## src/rtl/instr_encoder_if.sv

```systemverilog
// instr_encoder_if -- request, control and instruction-memory signals of the
// instruction encoder, grouped into one bundle.
//   ReqValid/ReqReady                 request handshake
//   Mnemonic, Rs, Rt, Rd, Shamt       operation code and register/shift fields
//   Imm, Target                       immediate and jump-target fields
//   Start, BaseAddr                   program restart and load address
//   MemWrite, MemAddr, MemData        instruction-memory write port (out)
//   MemReady                          memory accepts the write (in)
//   Illegal, Count, Busy              status
// master = request/memory side, slave = encoder.
interface instr_encoder_if;
  logic        ReqValid;
  logic        ReqReady;
  logic [4:0]  Mnemonic;
  logic [4:0]  Rs;
  logic [4:0]  Rt;
  logic [4:0]  Rd;
  logic [4:0]  Shamt;
  logic [15:0] Imm;
  logic [25:0] Target;
  logic        Start;
  logic [31:0] BaseAddr;
  logic        MemWrite;
  logic [31:0] MemAddr;
  logic [31:0] MemData;
  logic        MemReady;
  logic        Illegal;
  logic [15:0] Count;
  logic        Busy;

  modport master (
    output ReqValid, Mnemonic, Rs, Rt, Rd, Shamt, Imm, Target,
           Start, BaseAddr, MemReady,
    input  ReqReady, MemWrite, MemAddr, MemData, Illegal, Count, Busy
  );

  modport slave (
    input  ReqValid, Mnemonic, Rs, Rt, Rd, Shamt, Imm, Target,
           Start, BaseAddr, MemReady,
    output ReqReady, MemWrite, MemAddr, MemData, Illegal, Count, Busy
  );
endinterface

```

## src/rtl/instr_encoder.sv

```systemverilog
// instr_encoder -- accepts one instruction request at a time, encodes it into
// a 32-bit MIPS-style word and writes it to instruction memory at a
// self-incrementing address.
// Ports:
//   Clk   rising-edge clock
//   Rst   asynchronous active-low reset
//   bus   instr_encoder_if.slave (request, memory write port, status)
// FSM: IDLE -> ENC -> WR -> IDLE (illegal opcodes return from ENC to IDLE).
// Build option: define INSTR_ENC_SHIFT_EN to enable sll/srl (mnemonics 7-8);
// without it those mnemonics are treated as illegal.
module instr_encoder (
  input  logic            Clk,
  input  logic            Rst,
  instr_encoder_if.slave  bus
);

  typedef enum logic [1:0] {S_IDLE = 2'd0, S_ENC = 2'd1, S_WR = 2'd2} state_t;

  state_t      state_q, state_d;

  logic [4:0]  mnem_q, rs_q, rt_q, rd_q, shamt_q;
  logic [15:0] imm_q;
  logic [25:0] tgt_q;
  logic [31:0] addr_q, data_q;
  logic [15:0] count_q;
  logic        illegal_q;

  // encoder outputs
  logic [5:0]  op, funct;
  logic [4:0]  f_rs, f_rt, f_rd;
  logic        legal, is_i, is_j, is_shift;
  logic [31:0] word;

  logic        start_idle, accept;

  assign start_idle = (state_q == S_IDLE) && bus.Start;
  // Start has priority over a simultaneous request
  assign accept     = (state_q == S_IDLE) && !bus.Start && bus.ReqValid;

  // ---------------------------------------------------------------- encoder
  always_comb begin
    op       = 6'b000000;
    funct    = 6'b000000;
    f_rs     = rs_q;
    f_rt     = rt_q;
    f_rd     = rd_q;
    legal    = 1'b1;
    is_i     = 1'b0;
    is_j     = 1'b0;
    is_shift = 1'b0;
    case (mnem_q)
      5'd0:  funct = 6'b100000;
      5'd1:  funct = 6'b100010;
      5'd2:  funct = 6'b100100;
      5'd3:  funct = 6'b100101;
      5'd4:  funct = 6'b100110;
      5'd5:  funct = 6'b100111;
      5'd6:  funct = 6'b101010;
`ifdef INSTR_ENC_SHIFT_EN
      5'd7:  begin funct = 6'b000000; f_rs = 5'd0; is_shift = 1'b1; end
      5'd8:  begin funct = 6'b000010; f_rs = 5'd0; is_shift = 1'b1; end
`else
      5'd7, 5'd8: legal = 1'b0;
`endif
      5'd9:  begin funct = 6'b001000; f_rt = 5'd0; f_rd = 5'd0; end
      5'd10: begin op = 6'b011100; funct = 6'b000010; end
      5'd11: begin op = 6'b001000; is_i = 1'b1; end
      5'd12: begin op = 6'b001100; is_i = 1'b1; end
      5'd13: begin op = 6'b001101; is_i = 1'b1; end
      5'd14: begin op = 6'b001110; is_i = 1'b1; end
      5'd15: begin op = 6'b001010; is_i = 1'b1; end
      5'd16: begin op = 6'b100011; is_i = 1'b1; end
      5'd17: begin op = 6'b101011; is_i = 1'b1; end
      5'd18: begin op = 6'b100000; is_i = 1'b1; end
      5'd19: begin op = 6'b100001; is_i = 1'b1; end
      5'd20: begin op = 6'b101000; is_i = 1'b1; end
      5'd21: begin op = 6'b101001; is_i = 1'b1; end
      5'd22: begin op = 6'b000100; is_i = 1'b1; end
      5'd23: begin op = 6'b000101; is_i = 1'b1; end
      5'd24: begin op = 6'b000111; is_i = 1'b1; f_rt = 5'd0; end
      5'd25: begin op = 6'b000110; is_i = 1'b1; f_rt = 5'd0; end
      // REGIMM: the rt field selects bltz/bgez
      5'd26: begin op = 6'b000001; is_i = 1'b1; f_rt = 5'd0; end
      5'd27: begin op = 6'b000001; is_i = 1'b1; f_rt = 5'd1; end
      5'd28: begin op = 6'b000010; is_j = 1'b1; end
      5'd29: begin op = 6'b000011; is_j = 1'b1; end
      default: legal = 1'b0;
    endcase

    if (is_j)
      word = {op, tgt_q};
    else if (is_i)
      word = {op, f_rs, f_rt, imm_q};
    else
      word = {op, f_rs, f_rt, f_rd, (is_shift ? shamt_q : 5'd0), funct};
  end

  // ---------------------------------------------------------------- FSM
  always_ff @(posedge Clk or negedge Rst) begin
    if (!Rst) state_q <= S_IDLE;
    else      state_q <= state_d;
  end

  always_comb begin
    state_d = state_q;
    case (state_q)
      S_IDLE:  if (accept)       state_d = S_ENC;
      S_ENC:   state_d = legal ? S_WR : S_IDLE;
      S_WR:    if (bus.MemReady) state_d = S_IDLE;
      default: state_d = S_IDLE;
    endcase
  end

  always_comb begin
    bus.ReqReady = (state_q == S_IDLE) && !bus.Start;
    bus.MemWrite = (state_q == S_WR);
    bus.Busy     = (state_q != S_IDLE);
  end

  // ---------------------------------------------------------------- datapath
  always_ff @(posedge Clk or negedge Rst) begin
    if (!Rst) begin
      mnem_q    <= '0;
      rs_q      <= '0;
      rt_q      <= '0;
      rd_q      <= '0;
      shamt_q   <= '0;
      imm_q     <= '0;
      tgt_q     <= '0;
      addr_q    <= '0;
      data_q    <= '0;
      count_q   <= '0;
      illegal_q <= 1'b0;
    end else begin
      if (start_idle) begin
        addr_q    <= bus.BaseAddr & ~32'd3;
        count_q   <= '0;
        illegal_q <= 1'b0;
      end
      if (accept) begin
        mnem_q  <= bus.Mnemonic;
        rs_q    <= bus.Rs;
        rt_q    <= bus.Rt;
        rd_q    <= bus.Rd;
        shamt_q <= bus.Shamt;
        imm_q   <= bus.Imm;
        tgt_q   <= bus.Target;
      end
      if (state_q == S_ENC) begin
        if (legal) data_q    <= word;
        else       illegal_q <= 1'b1;
      end
      if (state_q == S_WR && bus.MemReady) begin
        addr_q  <= addr_q + 32'd4;   // natural 32-bit wrap past 0xFFFFFFFC
        if (count_q != 16'hFFFF) count_q <= count_q + 16'd1;
      end
    end
  end

  assign bus.MemAddr = addr_q;
  assign bus.MemData = data_q;
  assign bus.Count   = count_q;
  assign bus.Illegal = illegal_q;

endmodule

```

## src/flat_wrapper.sv

```systemverilog
// flat-port wrapper written by rule: the top's interface ports become plain ports
module instr_encoder_flat 
  (Clk, Rst, bus_ReqValid, bus_Mnemonic, bus_Rs, bus_Rt, bus_Rd, bus_Shamt, bus_Imm, bus_Target, bus_Start, bus_BaseAddr, bus_MemReady, bus_ReqReady, bus_MemWrite, bus_MemAddr, bus_MemData, bus_Illegal, bus_Count, bus_Busy);
  instr_encoder_if bus_i ();
  input  logic Clk;
  input  logic Rst;
  input wire logic [$bits(bus_i.ReqValid)-1:0] bus_ReqValid;
  input wire logic [$bits(bus_i.Mnemonic)-1:0] bus_Mnemonic;
  input wire logic [$bits(bus_i.Rs)-1:0] bus_Rs;
  input wire logic [$bits(bus_i.Rt)-1:0] bus_Rt;
  input wire logic [$bits(bus_i.Rd)-1:0] bus_Rd;
  input wire logic [$bits(bus_i.Shamt)-1:0] bus_Shamt;
  input wire logic [$bits(bus_i.Imm)-1:0] bus_Imm;
  input wire logic [$bits(bus_i.Target)-1:0] bus_Target;
  input wire logic [$bits(bus_i.Start)-1:0] bus_Start;
  input wire logic [$bits(bus_i.BaseAddr)-1:0] bus_BaseAddr;
  input wire logic [$bits(bus_i.MemReady)-1:0] bus_MemReady;
  output wire logic [$bits(bus_i.ReqReady)-1:0] bus_ReqReady;
  output wire logic [$bits(bus_i.MemWrite)-1:0] bus_MemWrite;
  output wire logic [$bits(bus_i.MemAddr)-1:0] bus_MemAddr;
  output wire logic [$bits(bus_i.MemData)-1:0] bus_MemData;
  output wire logic [$bits(bus_i.Illegal)-1:0] bus_Illegal;
  output wire logic [$bits(bus_i.Count)-1:0] bus_Count;
  output wire logic [$bits(bus_i.Busy)-1:0] bus_Busy;
  assign bus_i.ReqValid = bus_ReqValid;
  assign bus_i.Mnemonic = bus_Mnemonic;
  assign bus_i.Rs = bus_Rs;
  assign bus_i.Rt = bus_Rt;
  assign bus_i.Rd = bus_Rd;
  assign bus_i.Shamt = bus_Shamt;
  assign bus_i.Imm = bus_Imm;
  assign bus_i.Target = bus_Target;
  assign bus_i.Start = bus_Start;
  assign bus_i.BaseAddr = bus_BaseAddr;
  assign bus_i.MemReady = bus_MemReady;
  assign bus_ReqReady = bus_i.ReqReady;
  assign bus_MemWrite = bus_i.MemWrite;
  assign bus_MemAddr = bus_i.MemAddr;
  assign bus_MemData = bus_i.MemData;
  assign bus_Illegal = bus_i.Illegal;
  assign bus_Count = bus_i.Count;
  assign bus_Busy = bus_i.Busy;
  instr_encoder u_core (.Clk(Clk), .Rst(Rst), .bus(bus_i));
endmodule
```

## config.mk

```make
export PLATFORM = sky130hd
export DESIGN_NAME = instr_encoder_flat
export DESIGN_NICKNAME = d
export VERILOG_FILES = /design/src/rtl/instr_encoder_if.sv /design/src/rtl/instr_encoder.sv /design/src/flat_wrapper.sv
export SDC_FILE = /design/constraint.sdc
export NUM_CORES = 1
export LEC_CHECK = 0
export ABC_AREA = 1
export BUFFER_PORTS_ARGS = -buffer_cell sky130_fd_sc_hd__buf_4
export CAP_MARGIN = 20
export CORE_UTILIZATION = 46
export DETAILED_ROUTE_END_ITERATION = 12
export GPL_ROUTABILITY_DRIVEN = 0
export GPL_TIMING_DRIVEN = 0
export HOLD_SLACK_MARGIN = 0.12
export PLACE_DENSITY = 0.71
export SYNTH_ARGS = -nofsm -noshare
export SYNTH_HDL_FRONTEND = slang
export SYNTH_SLANG_ARGS = --single-unit
export TNS_END_PERCENT = 30
```

## constraint.sdc

```tcl
create_clock -name Clk -period 5.2 [get_ports Clk]
set_clock_uncertainty 0.1 [all_clocks]
set_input_delay 0.52 -clock Clk [delete_from_list [all_inputs] [get_ports Clk]]
set_output_delay 0.52 -clock Clk [all_outputs]
set_load 0.02 [all_outputs]
```

==> impl_results.md, run 1 <==
- CP Class: flop to flop
- Worst Hold Class: primary input to flop
- DP Area: 0.00916 mm²
- Clock Latency Late Sink: 430 ps
- Crit path max fanout: 10
- Final Core Density: 61.3%
- Post-synthesis cell count: 1,020
- TritonCTS clock tree: yes
- Layout area overhead: 29.9%
- Worst-Margin Slew: 711 ps
- CP Data Arrival Time: 2640 ps
- Rows: 46
- EDFF count, synth: 0
- Max VDD drop: 0.398 mV
- Top-count cell post-synth: nand2_1
- Top-Level Pins: 188
- Largest net degree at the start of global routing: 89
- Die Wd: 130 µm
- Post-synth top area share: 47.6%
- Fmax: 413 MHz
- Synthesized area: 0.00752 mm²
- Status: complete, no violations
- Initial DRC count: 559
- DR pass1 iterations: 5
- R2R depth: 11
- Syn avg cell area: 7.37 µm²
- Hold depth: 3
- # setup viols final: 0
- Warnings, synthesis: 0
- # nets final: 1,326
- HPWL after detailed placement: 16,600 µm
- Clock period minus worst slack: 2420 ps
- N_diodes: 0
- Max Cap Violations: 0
- TNS Setup: 0 ps
- Final hold viol count: 0
- Final Max Slew Viols: 0
- Root Driver: clkbuf_16
- Cell taking the most area after synthesis: dfrtp_1
- Crit. End Element: flop
- CTS Buf Count: 17
- Share of post-route cells with drive strength above 1: 20.5%
- Vias in the first global route: 7,247
- Global Route Usage Sum: 28.2%
- # DRC: 0
- Leak Pwr: 0.00515 µW
- Buffer depth of the longest clock path: 2
- Most used DFF post-synth: dfrtp_1
- CTS clock-pin slew for the worst setup and hold paths: 70 ps
- Design area: 0.00977 mm²
- Tcrit/Tclk final: 46.5%
- Synth cell types: 44
- Portion of the post-synthesis area used by sequential elements: 47.6%
- Filler cells: 1,475
- Total gr overflow: 0
- RSZ-0062 raised after global routing: no
- Vias/cell: 5.25
- Post-synthesis register bit count: 143
- Port Buffers: 178
- Initial antenna violation count: 0
- Setup Buffers After CTS: 0
- Worst slew margin: 52.1%
- Htree depth: 4
- First-pass GRT wire length: 36,400 µm
- Startpoint Class: flop
- Routed WL: 22,900 µm
- Initial Utilization: 47.1%
- Synth area leaders: dfrtp_1 (48%), nand2_1 (21%), nand3_1 (4.3%)
- Die Y: 130 µm
- Post-synth ARST share: 100%
- Clock sinks: 143
- Die area: 0.0169 mm²
- Synth cell count leaders: nand2_1 (417), dfrtp_1 (143), inv_1 (78)
- Pwr/cell area: 562 mW/mm²
- Floorplan core area: 0.0159 mm²
- WL per Instance: 15.8 µm
- Remaining antenna violation count: 0
- Worst Path Required: 5420 ps
- Vias: 7,601
## registers in the layout, indices dropped and copies added (netlist names)
register            count
u_core.bus.Illegal      1
u_core.f_rs             5
u_core.rd_q             5
u_core.tgt_q           26
u_core.mnem_q           5
u_core.bus.MemAddr     30
u_core.bus.MemData     32
u_core.imm_q           16
u_core.bus.Count       16
u_core.state_q          2
u_core.rt_q             5
## cell families (layout without fill, tap and decap cells)
logic type	Yosys count	count (layout)	synth area share [%]
AND/OR/NAND/NOR	605	605	33.2
flip-flops	143	143	47.6
AO/OA/AOI/OAI	129	129	10.0
buffers and inverters	124	336	6.86
XOR/XNOR	11	11	1.28
multiplexers	5	5	0.666
adder cells (fa/ha/maj)	2	2	0.333
other	1	2	0.0499
## placed cells by master (no fill, tap or decap), types with 7 or more instances in the layout
cell type  Yosys  layout
nand3_1       65      65
a21oi_1       27      27
o21ai_1        9       9
nor2_1        68      68
buf_4          2     179
o21ai_0       49      49
nand4_1       17      17
o22ai_1        9       9
inv_1         78      78
clkbuf_16      0      17
dfrtp_1      143     143
clkbuf_1      22      22
o211ai_1       7       7
nor2_2         8       8
nor3_1        18      18
buf_2          7       7
inv_6          0       7
xor2_1        10      10
nand2_1      417     417
## report_power, final
| group | internal (µW) | total [µW] | switching (µW) |
|---|---|---|---|
| sequential | 1550 | 1950 | 396 |
| clock | 723 | 1250 | 529 |
| combinational | 839 | 2280 | 1450 |
## per-stage QoR
step	setup slack, ps	total power, µW	hold slack [ps]	cells
after floorplan	3260	3310	124	1021
after global placement	2800	4170	362	1415
after detailed placement	2820	4210	364	1416
after CTS	2820	5480	167	1449
after global routing	2600	5850	173	1449
final	2780	5480	178	1449
## worst paths after layout
check | to | slack [ps] | startpoint
setup / recovery | u_core.bus.MemData[12] | 2780 | u_core.mnem_q[1]
hold / removal | u_core.tgt_q[7] | 180 | bus_Target[7]
setup reg to reg | u_core.bus.MemData[12] | 2780 | u_core.mnem_q[1]
hold reg to reg | u_core.tgt_q[6] | 380 | u_core.tgt_q[6]
max in group asynchronous | u_core.f_rs[0] | 3660 | Rst
min in group asynchronous | u_core.bus.MemData[30] | 540 | Rst
## repair_timing
action	4_1_cts	5_1_grt
hold buffers	1	0
hold endpoints to repair	55	0
resized for setup	0	0
## routing by layer
metal  share of wire, %  GRT usage, %
met1                 46          39.3
met2                 45          43.2
met3                6.9          5.58
met4                2.3          11.0
met5                  0             0
## critical path, stage by stage (launching register included)
cell and delay (ps):
dfrtp_1 460, nand2_1 210, inv_1 80, nand3_1 170, nand2_1 70, nor2_1 370, nand3_2 250, buf_2 270
nand2_1 90, nand3_1 80, nand2_1 100, nand2_1 50
## area by class of cell
type                       instances  area, µm²  area share (%)
timing repair buffer             180       1380            14.1
inverter                          85        323            3.31
buffer                            39        193            1.97
multi-input combinational        754       3430            35.1
sequential                       143       3580            36.6
clock buffer                      17        425            4.36
clock inverter                    15        173            1.77
tap                              216        270            2.77
(Power assumes the default switching activity.)
==> run 2: changes to the inputs <==
PLACE_DENSITY = 0.73   (was 0.71)
clock period = 2.1 ns   (was 5.2 ns; I/O delays follow)
==> run 2 against run 1 <==
Clock power is 130% higher; hold slack better by 13 ps; critical path type unchanged; first-iteration DRC count is 29% higher; sequential share of layout area is 3.8 points lower; register-to-register slack worse by 2700 ps.
==> impl_results.md, run 2 (same netlist as run 1, synthesis figures left out) <==
- Total gr overflow: 0 (unchanged)
- Startpoint Class: flop (unchanged)
- CP Data Arrival Time: 2250 ps (was 2640 ps)
- HPWL after detailed placement: 16,400 µm (was 16,600 µm)
- Met1 Resource Use GR: 38.5% (was 39.3%)
- Routed WL: 24,400 µm (was 22,900 µm)
- Tcrit/Tclk final: 96.9% (was 46.5%)
- # nets final: 1,431 (was 1,326)
- Final Max Slew Viols: 0 (unchanged)
- Grt peak-use layer: met2 (unchanged)
- Crit-path cells: inv_2 > buf_2 > nor2_1 > nand2_1 > buf_4 > inv_4 > clkbuf_4 > a22oi_1 > o21ai_1 (was nand2_1 > inv_1 > nand3_1 > nand2_1 > nor2_1 > nand3_2 > buf_2 > nand2_1 > nand3_1 > nand2_1 > nand2_1)
- Port Buffers: 178 (unchanged)
- Worst-Margin Slew: 792 ps (was 711 ps)
- Most frequent cells in the layout: nand2_1 (408), buf_4 (191), dfrtp_1 (137) (was nand2_1 (417), buf_4 (179), dfrtp_1 (143))
- Vias in the first global route: 7,395 (was 7,247)
- Final hold viol count: 0 (unchanged)
- Filler cells: 1,263 (was 1,475)
- Clock Latency Late Sink: 430 ps (about the same)
- First-pass GRT wire length: 37,100 µm (was 36,400 µm)
- Slowest cell on crit path: dfrtp_2 (was dfrtp_1)
- Htree depth: 4 (unchanged)
- Clock period minus worst slack: 2040 ps (was 2420 ps)
- Fmax: 491 MHz (was 413 MHz)
- Largest net degree at the start of global routing: 82 (was 89)
- CTS Buf Count: 17 (unchanged)
- Layout area overhead: 45.4% (was 29.9%)
- WL per Instance: 15.7 µm (was 15.8 µm)
- Die Wd: 130 µm (unchanged)
- Setup WS pre-CTS: -221 ps (was 2820 ps)
- Max Cap Violations: 0 (unchanged)
- Max VDD drop: 0.840 mV (was 0.398 mV)
- N_diodes: 0 (unchanged)
- M2 GR Usage: 47.2% (was 43.2%)
- Initial DRC count: 723 (was 559)
- Vias: 8,194 (was 7,601)
- Design area: 0.0109 mm² (was 0.00977 mm²)
- CTS clock-pin slew for the worst setup and hold paths: 70 ps (about the same)
- Crit path max fanout: 10 (unchanged)
- Worst Path Required: 2310 ps (was 5420 ps)
- Pwr/cell area: 1280 mW/mm² (was 562 mW/mm²)
- Worst Hold Class: primary input to flop (unchanged)
- Initial antenna violation count: 0 (unchanged)
- RSZ-0062 raised after global routing: yes (was no)
- Leak Pwr: 0.00565 µW (was 0.00515 µW)
- Max reg flops: 32 (unchanged)
- Global Route Usage Sum: 28.9% (was 28.2%)
- Root Driver: clkbuf_16 (unchanged)
- # DRC: 0 (unchanged)
- TNS Setup: 0 ps (unchanged)
- Status: complete, no violations (unchanged)
- CP bufs+invs: 5 (was 2)
- Slowest stage delay, CP: 430 ps (was 460 ps)
- Rows: 46 (unchanged)
- # setup viols final: 0 (unchanged)
- Worst slew margin: 47.2% (was 52.1%)
- Hold Slack: 190 ps (was 178 ps)
- Remaining antenna violation count: 0 (unchanged)
- Crit. End Element: flop (unchanged)
- Top-Level Pins: 188 (unchanged)
- Vias/cell: 5.27 (was 5.25)
- Floorplan core area: 0.0159 mm² (unchanged)
- Clock sinks: 143 (unchanged)
- Die area: 0.0169 mm² (unchanged)
- Leading cell type in the layout, fill and taps excluded: nand2_1 (unchanged)
- Die Y: 130 µm (unchanged)
- DP Area: 0.00916 mm² (unchanged)
- Kind of cell adding the most delay to the critical path: buffers and inverters (was simple AND/OR/NAND/NOR gates)
- Met3 usage: 5.37% (was 5.58%)
- Initial Utilization: 47.1% (unchanged)
- Share of post-route cells with drive strength above 1: 23.1% (was 20.5%)
- Buffer depth of the longest clock path: 2 (unchanged)
- CP Class: flop to flop (unchanged)
- Setup ws final: 65.0 ps (was 2780 ps)
- DR pass1 iterations: 5 (unchanged)
- TritonCTS clock tree: yes (unchanged)
==> run 2: cell count changes in the layout (fill, tap and decap cells not counted), sizes merged <==
cell,change
clkinv,+1
inv,+1
dlygate4sd3,+94
clkbuf,+4
bufinv,-2
clkinvlp,-1
buf,+8
==> run 2: per-stage QoR <==
stage	utilization [%]	power, µW	std cells
after floorplan	-	8210	1021
after global placement	57.2	10300	1415
after detailed placement	57.4	10400	1416
after CTS	67.2	13500	1542
after global routing	68.6	14800	1554
final	68.6	14000	1554
==> run 2: worst paths after layout <==
| path | from | to | slack (ps) | cells after the start |
|---|---|---|---|---|
| hold reg to reg | u_core.bus.MemData[15] | u_core.bus.MemData[15] | 380 | 2 |
| setup reg to reg | u_core.mnem_q[4] | u_core.bus.MemData[19] | 60 | 9 |
| min in group asynchronous | Rst | u_core.bus.Count[5] | 300 | 2 |
| max in group asynchronous | Rst | u_core.mnem_q[1] | 820 | 3 |
| hold / removal | bus_Start | u_core.imm_q[3] | 190 | 5 |
| setup / recovery | u_core.mnem_q[4] | u_core.bus.MemData[19] | 60 | 9 |
==> run 2: layout make-up <==
cell class / count / area, µm² / area share [%]
sequential: 143 / 3590 / 32.8
multi-input combinational: 754 / 3550 / 32.5
timing repair buffer: 285 / 2410 / 22.1
clock buffer: 18 / 439 / 4.02
inverter: 85 / 329 / 3.01
tap: 216 / 270 / 2.47
buffer: 39 / 220 / 2.01
clock inverter: 14 / 121 / 1.11
==> run 2: routing by layer <==
layer,vias to the layer above,part of all wire [%]
met5,-,0
met3,66,7.6
met1,3834,42
met2,407,47
li1,3887,-
met4,0,3.0
==> run 2: worst reg2reg max path, stage by stage, from the launching register on <==
cell and delay, ps:
dfrtp_2 430, inv_2 90, buf_2 250, nor2_1 100, nand2_1 110, buf_4 230
inv_4 100, clkbuf_4 200, a22oi_1 190, o21ai_1 110
==> run 2: power breakdown <==
group / internal (µW) / total (µW) / switching [µW]
sequential: 3850 / 4860 / 1010
combinational: 2440 / 6260 / 3810
clock: 1590 / 2910 / 1320
==> run 2: what timing repair did <==
action / CTS / global route
hold buffers: 94 / 1
endpoints found under the setup margin: 64 / 110
buffers inserted: 0 / 11
resized for setup: 22 / 50
pin swaps: 0 / 7
gates cloned: 0 / 0
endpoints found under the hold margin: 173 / 1
==> run 3: changes to the inputs <==
==> constraint.sdc (replaced) <==
create_clock -name Clk -period 2.1 [get_ports Clk]
set_clock_uncertainty 0.1 [all_clocks]
set_input_delay 0.21 -clock Clk [delete_from_list [all_inputs] [get_ports Clk]]
set_output_delay 0.21 -clock Clk [all_outputs]
set_load 0.1 [all_outputs]
==> run 3 against run 2 <==
Utilization up 1.9 points; sequential power up 2%; register-to-register slack about the same; critical path depth up 4; power up 28%; largest power group unchanged; die area unchanged; clock power up 11%; flip-flop and latch count unchanged; cell area up 2.7%; first-iteration DRC count down 11%; sequential share of layout area down 0.84 points; count of clock-buffer cells in the layout unchanged.
==> impl_results.md, run 3 (same netlist as run 1, synthesis figures left out) <==
- Worst Path Required: 2310 ps (about the same)
- R2R depth: 13 (was 9)
- Worst reg2reg path startpoint: u_core.mnem_q[0] (was u_core.mnem_q[4])
- First-pass GRT wire length: 38,900 µm (was 37,100 µm)
- Pwr/cell area: 1600 mW/mm² (was 1280 mW/mm²)
- R2r endpoint: u_core.bus.MemData[9] (was u_core.bus.MemData[19])
- Port Buffers: 178 (unchanged)
- Worst-Margin Slew: 717 ps (was 792 ps)
- Die Wd: 130 µm (unchanged)
- Vias: 8,293 (was 8,194)
- Setup ws final: 61.9 ps (was 65.0 ps)
- Status: complete, no violations (unchanged)
- Hold Crit Endpoint: u_core.mnem_q[4] (was u_core.imm_q[3])
- Fmax: 491 MHz (about the same)
- Floorplan core area: 0.0159 mm² (unchanged)
- Most frequent cells in the layout: nand2_1 (396), buf_4 (199), dfrtp_1 (134) (was nand2_1 (408), buf_4 (191), dfrtp_1 (137))
- Rows: 46 (unchanged)
- Clock Latency Late Sink: 430 ps (about the same)
- Met3 usage: 5.58% (was 5.37%)
- Initial Utilization: 47.1% (unchanged)
- Vias in the first global route: 7,831 (was 7,395)
- Slowest stage delay, CP: 480 ps (was 430 ps)
- Final hold viol count: 0 (unchanged)
- Clock sinks: 143 (unchanged)
- Layout area overhead: 49.4% (was 45.4%)
- WL per Instance: 16.0 µm (was 15.7 µm)
- Leading cell type in the layout, fill and taps excluded: nand2_1 (unchanged)
- Die area: 0.0169 mm² (unchanged)
- CP Class: flop to flop (unchanged)
- Grt peak-use layer: met2 (unchanged)
- # setup viols final: 0 (unchanged)
- Worst slew margin: 51.7% (was 47.2%)
- TritonCTS clock tree: yes (unchanged)
- Vias/cell: 5.31 (was 5.27)
- Max VDD drop: 1.07 mV (was 0.840 mV)
- N_diodes: 0 (unchanged)
- Worst Hold Class: primary input to flop (unchanged)
- Setup WS pre-CTS: -414 ps (was -221 ps)
- Startpoint Class: flop (unchanged)
- Root Driver: clkbuf_16 (unchanged)
- Initial DRC count: 643 (was 723)
- Hold depth: 6 (was 5)
- Largest net degree at the start of global routing: 74 (was 82)
- Tcrit/Tclk final: 97.1% (was 96.9%)
- Total gr overflow: 0 (unchanged)
- RSZ-0062 raised after global routing: yes (unchanged)
- Filler cells: 1,234 (was 1,263)
- Final Max Slew Viols: 0 (unchanged)
- Max reg flops: 32 (unchanged)
- CTS clock-pin slew for the worst setup and hold paths: 60 ps (was 70 ps)
- CP Data Arrival Time: 2250 ps (about the same)
- Met1 Resource Use GR: 39.6% (was 38.5%)
- Share of post-route cells with drive strength above 1: 25.6% (was 23.1%)
- Crit path max fanout: 10 (unchanged)
- Die Y: 130 µm (unchanged)
- Remaining antenna violation count: 0 (unchanged)
- # DRC: 0 (unchanged)
- Buffer depth of the longest clock path: 2 (unchanged)
- Final Core Density: 70.4% (was 68.6%)
- Crit. End Element: flop (unchanged)
- Crit-path cells: inv_4 > nor2_4 > nand3_2 > nand2_2 > nor2_2 > nand2_1 > nor2_2 > nand2_1 > nand2_2 > buf_8 > buf_12 > nand2_1 > o21ai_1 (was inv_2 > buf_2 > nor2_1 > nand2_1 > buf_4 > inv_4 > clkbuf_4 > a22oi_1 > o21ai_1)
- Htree depth: 4 (unchanged)
- Max Cap Violations: 0 (unchanged)
- HPWL after detailed placement: 16,400 µm (about the same)
- Global Route Usage Sum: 30.1% (was 28.9%)
- Hold_sp: bus_Start (unchanged)
- Top-Level Pins: 188 (unchanged)
- DR pass1 iterations: 5 (unchanged)
- Slowest cell on crit path: dfrtp_2 (unchanged)
- Clock period minus worst slack: 2040 ps (about the same)
- Leak Pwr: 0.00575 µW (was 0.00565 µW)
- M2 GR Usage: 49.4% (was 47.2%)
- Initial antenna violation count: 0 (unchanged)
- R2R Setup Slk: 60 ps (about the same)
- Routed WL: 25,000 µm (was 24,400 µm)
- CP most frequent cell: nand2_1
- CTS Buf Count: 17 (unchanged)
- # nets final: 1,440 (was 1,431)
-- run 3: cell count changes in the layout (fill, tap and decap cells not counted), moves of 4 or more --
cell       delta
o21ai_1       +5
bufinv_16     +4
clkbuf_2      -6
nand2_1      -12
inv_6         -4
nor2_1        -6
nor2_4        +4
clkbuf_4      +8
o21ai_0       -5
buf_6         -4
buf_4         +8
clkbuf_1      -4
nand2_2       +9
-- run 3: area by class of cell --
type | instances | area (µm²) | area share [%]
buffer | 39 | 290 | 2.58
clock buffer | 18 | 439 | 3.91
clock inverter | 13 | 188 | 1.67
inverter | 85 | 338 | 3.01
multi-input combinational | 755 | 3650 | 32.5
sequential | 143 | 3590 | 32.0
tap | 216 | 270 | 2.41
timing repair buffer | 293 | 2460 | 21.9
-- run 3: per-stage QoR --
stage,cell area (µm²),total power [µW],hold WS (ps),setup TNS (ps),instances
after detailed placement,9240,13800,194,-9220,1416
after global placement,9210,13700,303,-8370,1415
after global routing,11200,18900,240,-1020,1562
after CTS,10900,17300,172,0,1543
final,11200,18000,175,0,1562
after floorplan,7600,11500,-186,-28300,1021
-- run 3: timing repair --
| item | in CTS | in global routing |
|---|---|---|
| endpoints found under the setup margin | 55 | 66 |
| hold buffers | 96 | 0 |
| hold endpoints to repair | 165 | 0 |
| pin swaps | 0 | 15 |
| setup buffers | 0 | 17 |
| gates resized for setup | 20 | 73 |
| cloned | 0 | 2 |
-- run 3: critical path, delay by kind of cell (launching register included) --
| kind | cells | cell delay (ps) |
|---|---|---|
| compound gates | 1 | 60 |
| buf+inv | 3 | 370 |
| flops | 1 | 480 |
| simple gates | 9 | 900 |
-- run 3: routing by layer --
layer  share of wire [%]  vias to the layer above  routed length [µm]
li1                    -                     3907                   -
met1                  42                     3878               10500
met2                  48                      439               12000
met3                 7.1                       69                1780
met4                 2.9                        0                 716
met5                   0                        -                   0
-- run 3: report_power, final --
part / leakage [µW] / total (µW) / switching [µW] / internal (µW)
registers: 0.00180 / 4940 / 1090 / 3860
logic: 0.00365 / 9800 / 7220 / 2580
clock network: 0.000299 / 3240 / 1220 / 2020
total: 0.00575 / 18000 / 9530 / 8450
-- run 3: worst max path at each step --
stage                       from                      to
6_report        u_core.mnem_q[0]   u_core.bus.MemData[9]
2_1_floorplan  u_core.state_q[0]          u_core.f_rs[0]
5_1_grt         u_core.mnem_q[1]   u_core.bus.MemData[9]
3_3_place_gp   u_core.state_q[0]  u_core.bus.MemAddr[26]
4_1_cts         u_core.mnem_q[4]  u_core.bus.MemData[28]
3_5_place_dp   u_core.state_q[0]  u_core.bus.MemAddr[14]
